<file path="src/rtl/systemizer_sched.sv">
// systemizer_sched
// Sequencing controller for the single-pass, early-abort systemizer datapath.
// Each phase issues one pivot pass over its own block column, then one
// elimination pass over every block column to its right. A pivot failure
// aborts the attempt, and a bounded redo handshake with the host follows.
// The host reloads a fresh matrix before each retry.

module systemizer_sched #(
    parameter int N       = 4,
    parameter int L       = 12,
    parameter int K       = 16,
    parameter int MAX_TRY = 4
) (
    input  logic                           clk,
    input  logic                           rst,
    input  logic                           start,
    output logic                           busy,
    output logic                           done,
    output logic                           success,
    output logic [$clog2(MAX_TRY+1)-1:0]   try_cnt,
    output logic                           redo_req,
    input  logic                           redo_ack,
    output logic                           ph_start,
    output logic                           ph_pivot,
    output logic [$clog2(L/N+1)-1:0]       ph_phase,
    output logic [$clog2(L*K/N+1)-1:0]     ph_start_block,
    output logic [$clog2(L*K/N+1)-1:0]     ph_end_block,
    output logic [$clog2(L)+1-1:0]         ph_rows,
    input  logic                           ph_done,
    input  logic                           ph_fail
);

    localparam int TRY_W  = $clog2(MAX_TRY + 1);
    localparam int PH_W   = $clog2(L / N + 1);
    localparam int ADDR_W = $clog2(L * K / N + 1);
    localparam int ROWS_W = $clog2(L) + 1;
    localparam int PHASES = L / N;
    localparam int COLS   = K / N;
    localparam int COL_W  = $clog2(COLS + 1);

    localparam logic [COL_W-1:0] LAST_COL = COL_W'(COLS - 1);
    localparam logic [PH_W-1:0]  LAST_PH  = PH_W'(PHASES - 1);
    localparam logic [TRY_W-1:0] TRY_MAX  = TRY_W'(MAX_TRY);

    typedef enum logic [2:0] {
        S_IDLE,
        S_ISSUE,
        S_WAIT,
        S_NEXT,
        S_ABORT,
        S_REDO,
        S_FINISH
    } state_t;

    state_t             state;
    logic [COL_W-1:0]   col;
    logic               fail_seen;

    logic               fail_now;
    logic               last_pass;
    logic [COL_W-1:0]   nxt_col;
    logic [PH_W-1:0]    nxt_ph;
    logic               nxt_pivot;

    // First word of block column c; columns are stacked L words apart.
    function automatic logic [ADDR_W-1:0] first_word(input int c);
        return ADDR_W'(c * L);
    endfunction

    // Last word of block column c.
    function automatic logic [ADDR_W-1:0] last_word(input int c);
        return ADDR_W'(c * L + L - 1);
    endfunction

    // Rows still to pivot once p phases of N rows each are finished.
    function automatic logic [ROWS_W-1:0] rows_left(input int p);
        return ROWS_W'(L - p * N);
    endfunction

    // A failure flagged on the very cycle of ph_done still aborts the attempt.
    assign fail_now  = fail_seen | (ph_pivot & ph_fail);
    assign last_pass = (ph_phase == LAST_PH) && (col == LAST_COL);

    // Select the pass that follows the current one: the next column to the
    // right, or the pivot column of the following phase once the row is done.
    always_comb begin
        nxt_ph    = ph_phase;
        nxt_col   = col + COL_W'(1);
        nxt_pivot = 1'b0;
        if (col == LAST_COL) begin
            nxt_ph    = ph_phase + PH_W'(1);
            nxt_col   = COL_W'(int'(ph_phase) + 1);
            nxt_pivot = 1'b1;
        end
    end

    // Controller FSM; every output is a register loaded on state entry, so
    // pass parameters are valid in the same cycle as ph_start.
    always_ff @(posedge clk or posedge rst) begin
        if (rst) begin
            state          <= S_IDLE;
            col            <= '0;
            fail_seen      <= 1'b0;
            busy           <= 1'b0;
            done           <= 1'b0;
            success        <= 1'b0;
            try_cnt        <= '0;
            redo_req       <= 1'b0;
            ph_start       <= 1'b0;
            ph_pivot       <= 1'b0;
            ph_phase       <= '0;
            ph_start_block <= '0;
            ph_end_block   <= '0;
            ph_rows        <= '0;
        end else begin
            ph_start <= 1'b0;
            done     <= 1'b0;
            case (state)
                S_IDLE: begin
                    if (start) begin
                        state          <= S_ISSUE;
                        busy           <= 1'b1;
                        success        <= 1'b0;
                        try_cnt        <= TRY_W'(1);
                        fail_seen      <= 1'b0;
                        col            <= '0;
                        ph_phase       <= '0;
                        ph_pivot       <= 1'b1;
                        ph_start_block <= first_word(0);
                        ph_end_block   <= last_word(0);
                        ph_rows        <= rows_left(0);
                        ph_start       <= 1'b1;
                    end
                end
                S_ISSUE: begin
                    state <= S_WAIT;
                end
                S_WAIT: begin
                    if (ph_pivot && ph_fail) begin
                        fail_seen <= 1'b1;
                    end
                    if (ph_done) begin
                        if (fail_now) begin
                            state <= S_ABORT;
                        end else if (last_pass) begin
                            state   <= S_FINISH;
                            done    <= 1'b1;
                            success <= 1'b1;
                        end else begin
                            state <= S_NEXT;
                        end
                    end
                end
                S_NEXT: begin
                    state          <= S_ISSUE;
                    col            <= nxt_col;
                    ph_phase       <= nxt_ph;
                    ph_pivot       <= nxt_pivot;
                    ph_start_block <= first_word(int'(nxt_col));
                    ph_end_block   <= last_word(int'(nxt_col));
                    ph_rows        <= rows_left(int'(nxt_ph));
                    ph_start       <= 1'b1;
                end
                S_ABORT: begin
                    fail_seen <= 1'b0;
                    if (try_cnt == TRY_MAX) begin
                        state   <= S_FINISH;
                        done    <= 1'b1;
                        success <= 1'b0;
                    end else begin
                        state    <= S_REDO;
                        redo_req <= 1'b1;
                    end
                end
                S_REDO: begin
                    if (redo_ack) begin
                        state          <= S_ISSUE;
                        redo_req       <= 1'b0;
                        try_cnt        <= try_cnt + TRY_W'(1);
                        col            <= '0;
                        ph_phase       <= '0;
                        ph_pivot       <= 1'b1;
                        ph_start_block <= first_word(0);
                        ph_end_block   <= last_word(0);
                        ph_rows        <= rows_left(0);
                        ph_start       <= 1'b1;
                    end
                end
                S_FINISH: begin
                    state <= S_IDLE;
                    busy  <= 1'b0;
                end
                default: begin
                    state <= S_IDLE;
                    busy  <= 1'b0;
                end
            endcase
        end
    end

endmodule

</file>
<file path="config.mk">
export PLATFORM = sky130hd
export DESIGN_NAME = systemizer_sched
export DESIGN_NICKNAME = d
export VERILOG_FILES = /design/src/rtl/systemizer_sched.sv
export SDC_FILE = /design/constraint.sdc
export NUM_CORES = 1
export LEC_CHECK = 0
export CORE_MARGIN = 1
export CORE_UTILIZATION = 50
export DETAILED_ROUTE_END_ITERATION = 12
export PLACE_DENSITY = 0.77
export RECOVER_POWER = 25
export SETUP_SLACK_MARGIN = 0.3
export SKIP_LAST_GASP = 1
export SLEW_MARGIN = 20
export SYNTH_ARGS = -nofsm -noshare
export SYNTH_HDL_FRONTEND = slang
export SYNTH_SLANG_ARGS = --single-unit
</file>
<file path="constraint.sdc">
create_clock -name clk -period 3.1 [get_ports clk]
set_input_delay 0.465 -clock clk [delete_from_list [all_inputs] [get_ports clk]]
set_output_delay 0.465 -clock clk [all_outputs]
set_load 0.005 [all_outputs]
</file>
==> impl_metrics.prom, run 1 <==
# TYPE chip_impl_metric gauge
chip_impl_metric{name="clock_latency",unit="ns"} 0.31
chip_impl_metric{name="max-cap-violations",unit=""} 0
chip_impl_metric{name="finalCritPeriodShare",unit=""} 0.858
chip_impl_metric{name="area_delta_synth_final",unit="%"} 18.6
chip_impl_info{name="cts_tree",value="done"} 1
chip_impl_metric{name="min_clock_period_post_route",unit="ns"} 2.66
chip_impl_metric{name="sw_frac_of_total",unit=""} 0.411
chip_impl_metric{name="hold_violations",unit=""} 0
chip_impl_metric{name="met3_wirelength",unit="um"} 85
chip_impl_metric{name="placement.setup.worst_slack",unit="ns"} 0.324
chip_impl_metric{name="worst_ep_required_time",unit="ns"} 3.32
chip_impl_metric{name="core-area",unit="sq um"} 2830
chip_impl_metric{name="m1WireLength",unit="um"} 1390
chip_impl_metric{name="floorplan.rows",unit=""} 19
chip_impl_metric{name="post_synth_instance_area",unit="sq um"} 1520
chip_impl_metric{name="maximum_fanout_encountered_on_the_critical_timing_path",unit=""} 7
chip_impl_metric{name="critical-path-max-stage-delay",unit="ns"} 0.49
chip_impl_metric{name="final_worst_setup_slack",unit="ns"} 0.439
chip_impl_info{name="setup.worst_path.end_class",value="flip-flop"} 1
chip_impl_info{name="violated_checks",value="DRC"} 1
chip_impl_metric{name="ys_types",unit=""} 42
chip_impl_info{name="synth_top_area_cell",value="sky130_fd_sc_hd__dfrtp_1"} 1
chip_impl_info{name="worst_path_most_repeated_cell",value="sky130_fd_sc_hd__ha_1"} 1
chip_impl_metric{name="grt_pass1_vias",unit=""} 1099
chip_impl_metric{name="io_pins",unit=""} 34
chip_impl_metric{name="synth.ff_latch_count",unit=""} 27
chip_impl_metric{name="fin_worst_skew",unit="ns"} 0.00174
chip_impl_metric{name="vias",unit=""} 1164
chip_impl_metric{name="detail_route.wirelength",unit="um"} 3000
chip_impl_metric{name="drtPass1Iterations",unit=""} 8
chip_impl_metric{name="pin_count_of_the_biggest_net_entering_global_routing",unit=""} 28
chip_impl_metric{name="max-slew-margin-rel",unit=""} 0.0500
chip_impl_metric{name="drc",unit=""} 6
chip_impl_metric{name="global_route.overflow_total",unit=""} 0
chip_impl_metric{name="initial_core_util",unit=""} 0.537
chip_impl_metric{name="full_die_area",unit="sq um"} 3260
chip_impl_metric{name="violation_count_after_the_first_detailed_route_iteration",unit=""} 37
chip_impl_metric{name="synth.area.mux_share",unit=""} 0.00658
chip_impl_metric{name="peakVddDrop",unit="mV"} 0.622
chip_impl_metric{name="design_power_total",unit="mW"} 1.59
chip_impl_metric{name="finalNetCount",unit=""} 188
chip_impl_metric{name="final_design_area_no_fill",unit="sq um"} 1800
chip_impl_metric{name="netlist_instances",unit=""} 148
chip_impl_metric{name="cts_setup_buffers",unit=""} 0
chip_impl_metric{name="internal_power",unit="mW"} 0.936
chip_impl_info{name="postSynth.topFlopCell",value="sky130_fd_sc_hd__dfrtp_1"} 1
chip_impl_metric{name="clock_power_share",unit=""} 0.092
chip_impl_metric{name="p_sw",unit="mW"} 0.655
chip_impl_metric{name="layout_cells_sized_above_1",unit=""} 0.0920
chip_impl_metric{name="ant_nets",unit=""} 0
chip_impl_metric{name="synth_compound_area_frac",unit=""} 0.214
chip_impl_metric{name="power_density",unit="nW/um^2"} 882
chip_impl_metric{name="cp.arrival",unit="ns"} 2.88
chip_impl_metric{name="post_cts.resized_instances",unit=""} 1
chip_impl_metric{name="critical_path_buf_inv_count",unit=""} 1
chip_impl_metric{name="synth-simple-area-share",unit=""} 0.152
chip_impl_metric{name="clockBufferDepth",unit=""} 2
chip_impl_info{name="timing.critical_path.cells",value="nand3b_1 > o21ai_2 > inv_1 > ha_1 > xor2_1 > fa_1 > ha_1 > xnor2_1 > a22o_1"} 1
chip_impl_metric{name="comb_power_share",unit=""} 0.509
chip_impl_metric{name="clkTransAtPathRegs",unit="ns"} 0.14
chip_impl_metric{name="depth_of_the_cts_h_tree",unit=""} 1
chip_impl_metric{name="avgViaCountPerCell",unit=""} 5.68
chip_impl_metric{name="seq_pwr_share",unit=""} 0.399
chip_impl_metric{name="fraction_of_synthesis_flops_using_an_asynchronous_set_or_reset_pin",unit=""} 1.00
chip_impl_info{name="critical_path.slowest_cell",value="sky130_fd_sc_hd__fa_1"} 1
chip_impl_metric{name="slew_violations",unit=""} 0
chip_impl_metric{name="synth_enable_flop_cells",unit=""} 0
chip_impl_metric{name="syn-mean-instance-area",unit="sq um"} 10.3
chip_impl_metric{name="yosysTopAreaCellShare",unit=""} 0.444
chip_impl_metric{name="placement_cell_area",unit="sq um"} 1780
chip_impl_metric{name="max_frequency",unit="MHz"} 376
chip_impl_info{name="worst_setup_path_start_kind",value="flip-flop"} 1
chip_impl_metric{name="routed-wl-met2",unit="um"} 1510
chip_impl_info{name="cts.root.buffer_cell",value="sky130_fd_sc_hd__clkbuf_4"} 1
chip_impl_metric{name="yosys.area_share.xor_xnor",unit=""} 0.0288
chip_impl_metric{name="post_drt_wl_per_cell",unit="um"} 14.6
chip_impl_info{name="grt_setup_unrepaired",value="false"} 1
chip_impl_metric{name="cts_hold_buffers",unit=""} 0
chip_impl_metric{name="grt_antenna_before_repair",unit=""} 0
chip_impl_metric{name="die_x",unit="um"} 57.1
chip_impl_metric{name="fin_worst_hold_slack",unit="ns"} 0.519
chip_impl_info{name="worst_min_delay_path_category",value="flip-flop to flip-flop"} 1
chip_impl_metric{name="die_y",unit="um"} 57.1
chip_impl_metric{name="grt_use_total",unit=""} 0.204
chip_impl_info{name="worst_path_dominant_cell_family",value="adder cells"} 1
chip_impl_metric{name="ys_warn_count",unit=""} 0
chip_impl_metric{name="clock-sinks",unit=""} 27
chip_impl_info{name="classification_of_the_worst_setup_path",value="flip-flop to flip-flop"} 1
chip_impl_info{name="synth_top_cells_by_area",value="sky130_fd_sc_hd__dfrtp_1 44%, sky130_fd_sc_hd__buf_4 5.4%, sky130_fd_sc_hd__ha_1 4.9%"} 1
chip_impl_metric{name="post-dp-hpwl",unit="um"} 2230
chip_impl_info{name="synth_top_family_by_area",value="compound AO/OA/AOI/OAI gates"} 1
chip_impl_metric{name="grt_pass1_wl",unit="um"} 5150
chip_impl_metric{name="fin_setup_tns",unit="ns"} 0
chip_impl_metric{name="worst-slew-pin-transition",unit="ns"} 1.43
chip_impl_info{name="outcome",value="complete, but fails checks"} 1
chip_impl_metric{name="power_leakage",unit="nW"} 0.798
chip_impl_metric{name="seq_area_frac_synth",unit=""} 0.444
chip_impl_metric{name="adder_cell_fraction_of_synth_area",unit=""} 0.0626
chip_impl_metric{name="insertedDiodeCount",unit=""} 0
chip_impl_metric{name="finalSetupViolCount",unit=""} 0
chip_impl_metric{name="port_buffers",unit=""} 28
chip_impl_metric{name="cts_inserted_buffers",unit=""} 3
chip_impl_info{name="dr.max_layer_used",value="met4"} 1
chip_impl_info{name="layout_common_cells",value="27 x sky130_fd_sc_hd__dfrtp_1, 27 x sky130_fd_sc_hd__clkdlybuf4s50_1, 10 x sky130_fd_sc_hd__inv_1, 9 x sky130_fd_sc_hd__nor2_1, 9 x sky130_fd_sc_hd__a21oi_1"} 1
chip_impl_metric{name="gp_congestion",unit=""} 0.866
==> worst register-to-register path, cell delays in order (launching register included) <==
cell                       delay [ns]
sky130_fd_sc_hd__dfrtp_1         0.46
sky130_fd_sc_hd__nand3b_1        0.30
sky130_fd_sc_hd__o21ai_2         0.23
sky130_fd_sc_hd__inv_1           0.07
sky130_fd_sc_hd__ha_1            0.23
sky130_fd_sc_hd__xor2_1          0.26
sky130_fd_sc_hd__fa_1            0.49
sky130_fd_sc_hd__ha_1            0.21
sky130_fd_sc_hd__xnor2_1         0.12
sky130_fd_sc_hd__a22o_1          0.19
==> power groups by stage <==
stage               combinational [mW]  sequential [mW]  clock [mW]
finish                           0.810            0.635       0.147
CTS                              0.816            0.632       0.153
global placement                 0.782            0.627           0
floorplan                        0.638            0.559           0
detailed placement               0.813            0.639           0
global route                     0.909            0.659       0.167
==> cell type report <==
class | instances | area, sq um
clock buffers | 3 | 22.5
clock inverters | 1 | 5.00
fillers | 234 | 1030
inverters | 11 | 41.3
multi-input cells | 102 | 728
flip-flops and latches | 27 | 676
well taps | 31 | 38.8
repair buffers | 30 | 292
==> registers in the layout (all words and copies together), names as in the netlist, 2 cells and up <==
signal and flops:
ph_rows 2, state 3, col 2, ph_end_block 5, ph_start_block 3, try_cnt 3
ph_phase 2
==> cells in the mapped netlist (all sizes together), types with 3 or more instances <==
master	n
xnor2	3
a21oi	9
a22o	7
inv	11
o2bb2ai	3
nand3	5
nor2	11
nand2b	3
nand2	8
o21ai	11
ha	6
buf	12
a2bb2oi	3
dfrtp	27
==> stage by stage <==
step / cells / utilization
6_report: 205 / 0.637
3_3_place_gp: 201 / 0.628
3_5_place_dp: 201 / 0.628
5_1_grt: 205 / 0.637
4_1_cts: 205 / 0.637
2_1_floorplan: 152 / -
==> logic make-up after synthesis <==
group | after synthesis
AO/OA/AOI/OAI | 44
AND/OR/NAND/NOR | 40
other | 1
XOR/XNOR | 5
multiplexers | 1
adder cells (fa/ha/maj) | 7
buffers and inverters | 23
flip-flops | 27
==> final timing paths <==
path	depth (start not counted)	end	startpoint	slack, ns
max	9	ph_end_block[5]	col[2]	0.44
min	1	ph_end_block[1]	ph_end_block[1]	0.52
max reg2reg	9	ph_end_block[5]	col[2]	0.44
min reg2reg	1	ph_end_block[1]	ph_end_block[1]	0.52
max in group asynchronous	3	ph_start_block[5]	rst	1.23
min in group asynchronous	3	try_cnt[1]	rst	1.05
==> layer usage <==
metal  vias to the layer above  track usage
li1                        562            -
met2                        23        0.324
met1                       575        0.293
met3                         4       0.0249
met5                         -            0
met4                         0       0.0662
Note: power is estimated with default switching activity, not from simulation.
==> run 2: changes to the inputs <==
- CAP_MARGIN: not set -> 0
- SLEW_MARGIN: 20 -> 40
- clock period: 3.1 -> 2.8 ns (I/O delays scaled with it)
==> run 2 against run 1 <==
The flow still finishes with violations (DRC). Count of clock-buffer cells in the layout stayed put. Flip-flop and latch count stayed put. Sequential share of layout area shrank 0.70 points. Final area up 2.3%. Largest power group unchanged. Critical endpoint unchanged. Power grew 14%. Clock power grew 20%. Global-route usage is 0.15 points lower.
==> impl_metrics.prom, run 2 (synthesis results as in run 1) <==
# TYPE chip_impl_metric gauge
chip_impl_metric{name="vias",unit=""} 1170
chip_impl_metric{name="sw_frac_of_total",unit=""} 0.414
chip_impl_metric{name="gp_congestion",unit=""} 0.875
chip_impl_metric{name="clock-sinks",unit=""} 27
chip_impl_metric{name="max_frequency",unit="MHz"} 416
chip_impl_metric{name="initial_core_util",unit=""} 0.537
chip_impl_metric{name="critical-path-max-stage-delay",unit="ns"} 0.46
chip_impl_info{name="classification_of_the_worst_setup_path",value="flip-flop to flip-flop"} 1
chip_impl_info{name="layout_common_cells",value="27 x sky130_fd_sc_hd__clkdlybuf4s50_1, 25 x sky130_fd_sc_hd__dfrtp_1, 10 x sky130_fd_sc_hd__inv_1, 9 x sky130_fd_sc_hd__nor2_1, 9 x sky130_fd_sc_hd__a21oi_1"} 1
chip_impl_metric{name="floorplan.rows",unit=""} 19
chip_impl_metric{name="worst-slew-pin-transition",unit="ns"} 1.43
chip_impl_metric{name="min_path_cells",unit=""} 1
chip_impl_metric{name="design_power_total",unit="mW"} 1.81
chip_impl_metric{name="final-instance-count-excl-fill",unit=""} 208
chip_impl_metric{name="grt_antenna_before_repair",unit=""} 0
chip_impl_metric{name="io_pins",unit=""} 34
chip_impl_metric{name="final_worst_setup_slack",unit="ns"} 0.394
chip_impl_metric{name="clock_latency",unit="ns"} 0.33
chip_impl_metric{name="insertedDiodeCount",unit=""} 0
chip_impl_metric{name="maximum_fanout_encountered_on_the_critical_timing_path",unit=""} 5
chip_impl_metric{name="placement.setup.worst_slack",unit="ns"} 0.273
chip_impl_info{name="grt_setup_unrepaired",value="false"} 1
chip_impl_metric{name="power_leakage",unit="nW"} 0.803
chip_impl_metric{name="clkTransAtPathRegs",unit="ns"} 0.16
chip_impl_metric{name="reg2reg_depth",unit=""} 9
chip_impl_metric{name="power_density",unit="nW/um^2"} 983
chip_impl_metric{name="drc",unit=""} 6
chip_impl_metric{name="port_buffers",unit=""} 28
chip_impl_info{name="cts.root.buffer_cell",value="sky130_fd_sc_hd__clkbuf_4"} 1
chip_impl_metric{name="cts_hold_buffers",unit=""} 0
chip_impl_metric{name="hold_violations",unit=""} 0
chip_impl_info{name="worst_min_delay_path_category",value="flip-flop to flip-flop"} 1
chip_impl_metric{name="min_clock_period_post_route",unit="ns"} 2.41
chip_impl_metric{name="r2r_slack",unit="ns"} 0.39
chip_impl_info{name="outcome",value="complete, but fails checks"} 1
chip_impl_metric{name="final_design_area_no_fill",unit="sq um"} 1840
chip_impl_metric{name="fillers",unit=""} 232
chip_impl_metric{name="die_x",unit="um"} 57.1
chip_impl_metric{name="critical_path_buf_inv_count",unit=""} 1
chip_impl_metric{name="internal_power",unit="mW"} 1.06
chip_impl_info{name="layout.cells.most_common",value="sky130_fd_sc_hd__clkdlybuf4s50_1"} 1
chip_impl_info{name="largest-register",value="ph_end_block"} 1
chip_impl_metric{name="post-dp-hpwl",unit="um"} 2240
chip_impl_metric{name="full_die_area",unit="sq um"} 3260
chip_impl_metric{name="fin_worst_skew",unit="ns"} 0.00625
chip_impl_metric{name="max-cap-violations",unit=""} 0
chip_impl_metric{name="cts_inserted_buffers",unit=""} 3
chip_impl_metric{name="finalNetCount",unit=""} 191
chip_impl_metric{name="drtPass1Iterations",unit=""} 8
chip_impl_metric{name="depth_of_the_cts_h_tree",unit=""} 1
chip_impl_metric{name="slew_violations",unit=""} 0
chip_impl_metric{name="number_of_flip_flops_under_the_largest_register_name",unit=""} 5
chip_impl_metric{name="global_route.overflow_total",unit=""} 0
chip_impl_metric{name="worst_ep_required_time",unit="ns"} 3.04
chip_impl_metric{name="violation_count_after_the_first_detailed_route_iteration",unit=""} 45
chip_impl_info{name="crit-reg2reg-capture",value="ph_end_block[5]"} 1
chip_impl_metric{name="comb_power_share",unit=""} 0.516
chip_impl_metric{name="p_sw",unit="mW"} 0.750
chip_impl_metric{name="post_drt_wl_per_cell",unit="um"} 14.8
chip_impl_metric{name="fin_setup_tns",unit="ns"} 0
chip_impl_metric{name="final_core_utilization",unit=""} 0.652
chip_impl_metric{name="max-slew-margin-rel",unit=""} 0.0474
chip_impl_metric{name="clockBufferDepth",unit=""} 2
chip_impl_metric{name="area_delta_synth_final",unit="%"} 21.3
chip_impl_metric{name="die_y",unit="um"} 57.1
chip_impl_info{name="cts_tree",value="done"} 1
chip_impl_metric{name="detail_route.wirelength",unit="um"} 3080
chip_impl_metric{name="avgViaCountPerCell",unit=""} 5.63
chip_impl_metric{name="dp.cells",unit=""} 202
chip_impl_info{name="timing.critical_path.cells",value="nand3b_1 > o21ai_2 > inv_1 > ha_2 > xor2_2 > fa_1 > ha_1 > xnor2_1 > a22o_1"} 1
chip_impl_metric{name="grt_pass1_vias",unit=""} 1142
chip_impl_info{name="hold_end",value="ph_end_block[1]"} 1
chip_impl_metric{name="finalCritPeriodShare",unit=""} 0.859
chip_impl_metric{name="pin_count_of_the_biggest_net_entering_global_routing",unit=""} 28
chip_impl_info{name="worst_setup_path_start_kind",value="flip-flop"} 1
chip_impl_metric{name="ant_nets",unit=""} 0
chip_impl_info{name="setup.worst_path.end_class",value="flip-flop"} 1
chip_impl_metric{name="fin_worst_hold_slack",unit="ns"} 0.510
chip_impl_info{name="worst_path_dominant_cell_family",value="adder cells"} 1
chip_impl_metric{name="clock_power_share",unit=""} 0.097
chip_impl_metric{name="core-area",unit="sq um"} 2830
chip_impl_info{name="violated_checks",value="DRC"} 1
chip_impl_metric{name="layout_cells_sized_above_1",unit=""} 0.136
chip_impl_info{name="critical_path.slowest_cell",value="sky130_fd_sc_hd__dfrtp_2"} 1
chip_impl_metric{name="seq_pwr_share",unit=""} 0.387
chip_impl_metric{name="placement_cell_area",unit="sq um"} 1790
chip_impl_metric{name="peakVddDrop",unit="mV"} 0.609
chip_impl_metric{name="finalSetupViolCount",unit=""} 0
chip_impl_info{name="reg2reg_from",value="col[2]"} 1
chip_impl_metric{name="grt_pass1_wl",unit="um"} 5180
chip_impl_metric{name="grt_use_total",unit=""} 0.203
chip_impl_metric{name="cp.arrival",unit="ns"} 2.65
chip_impl_info{name="worst_hold_startpoint",value="ph_end_block[1]"} 1
## run 2: area by class of cell
class / instances / area, sq um / area share
Sequential cell: 27 / 678 / 0.368
Clock buffer: 3 / 22.5 / 0.0122
Inverter: 11 / 41.3 / 0.0224
Multi-Input combinational cell: 102 / 742 / 0.402
Clock inverter: 1 / 7.51 / 0.00407
Tap cell: 31 / 38.8 / 0.0210
Timing Repair Buffer: 33 / 314 / 0.170
## run 2: worst max path at each step
stage / from / to / slack [ns] / depth (start not counted)
floorplan: col[2] / ph_end_block[5] / 0.33 / 9
global placement: col[2] / ph_end_block[5] / 0.39 / 9
detailed placement: col[2] / ph_end_block[5] / 0.27 / 9
CTS: col[2] / ph_end_block[5] / 0.32 / 9
global route: col[2] / ph_end_block[5] / 0.27 / 9
finish: col[2] / ph_end_block[5] / 0.39 / 9
## run 2: power groups by stage
stage | clock network, mW | registers [mW] | logic (mW)
floorplan | 0 | 0.622 | 0.711
global placement | 0 | 0.699 | 0.875
detailed placement | 0 | 0.709 | 0.907
CTS | 0.185 | 0.704 | 0.910
global route | 0.196 | 0.727 | 1.04
finish | 0.177 | 0.701 | 0.935
## run 2: per-layer routing
metal,up-vias,GRT usage,part of all wire
met5,-,0,0
met4,0,0.0627,0.012
met3,4,0.0317,0.032
met2,22,0.324,0.48
met1,571,0.286,0.48
li1,573,-,-
## run 2: repair_timing
action                                  in CTS  in global routing
resized for setup                            2                  3
setup buffers                                0                  2
pin swaps                                    0                  3
endpoints found under the setup margin       2                  2
cloned                                       0                  0
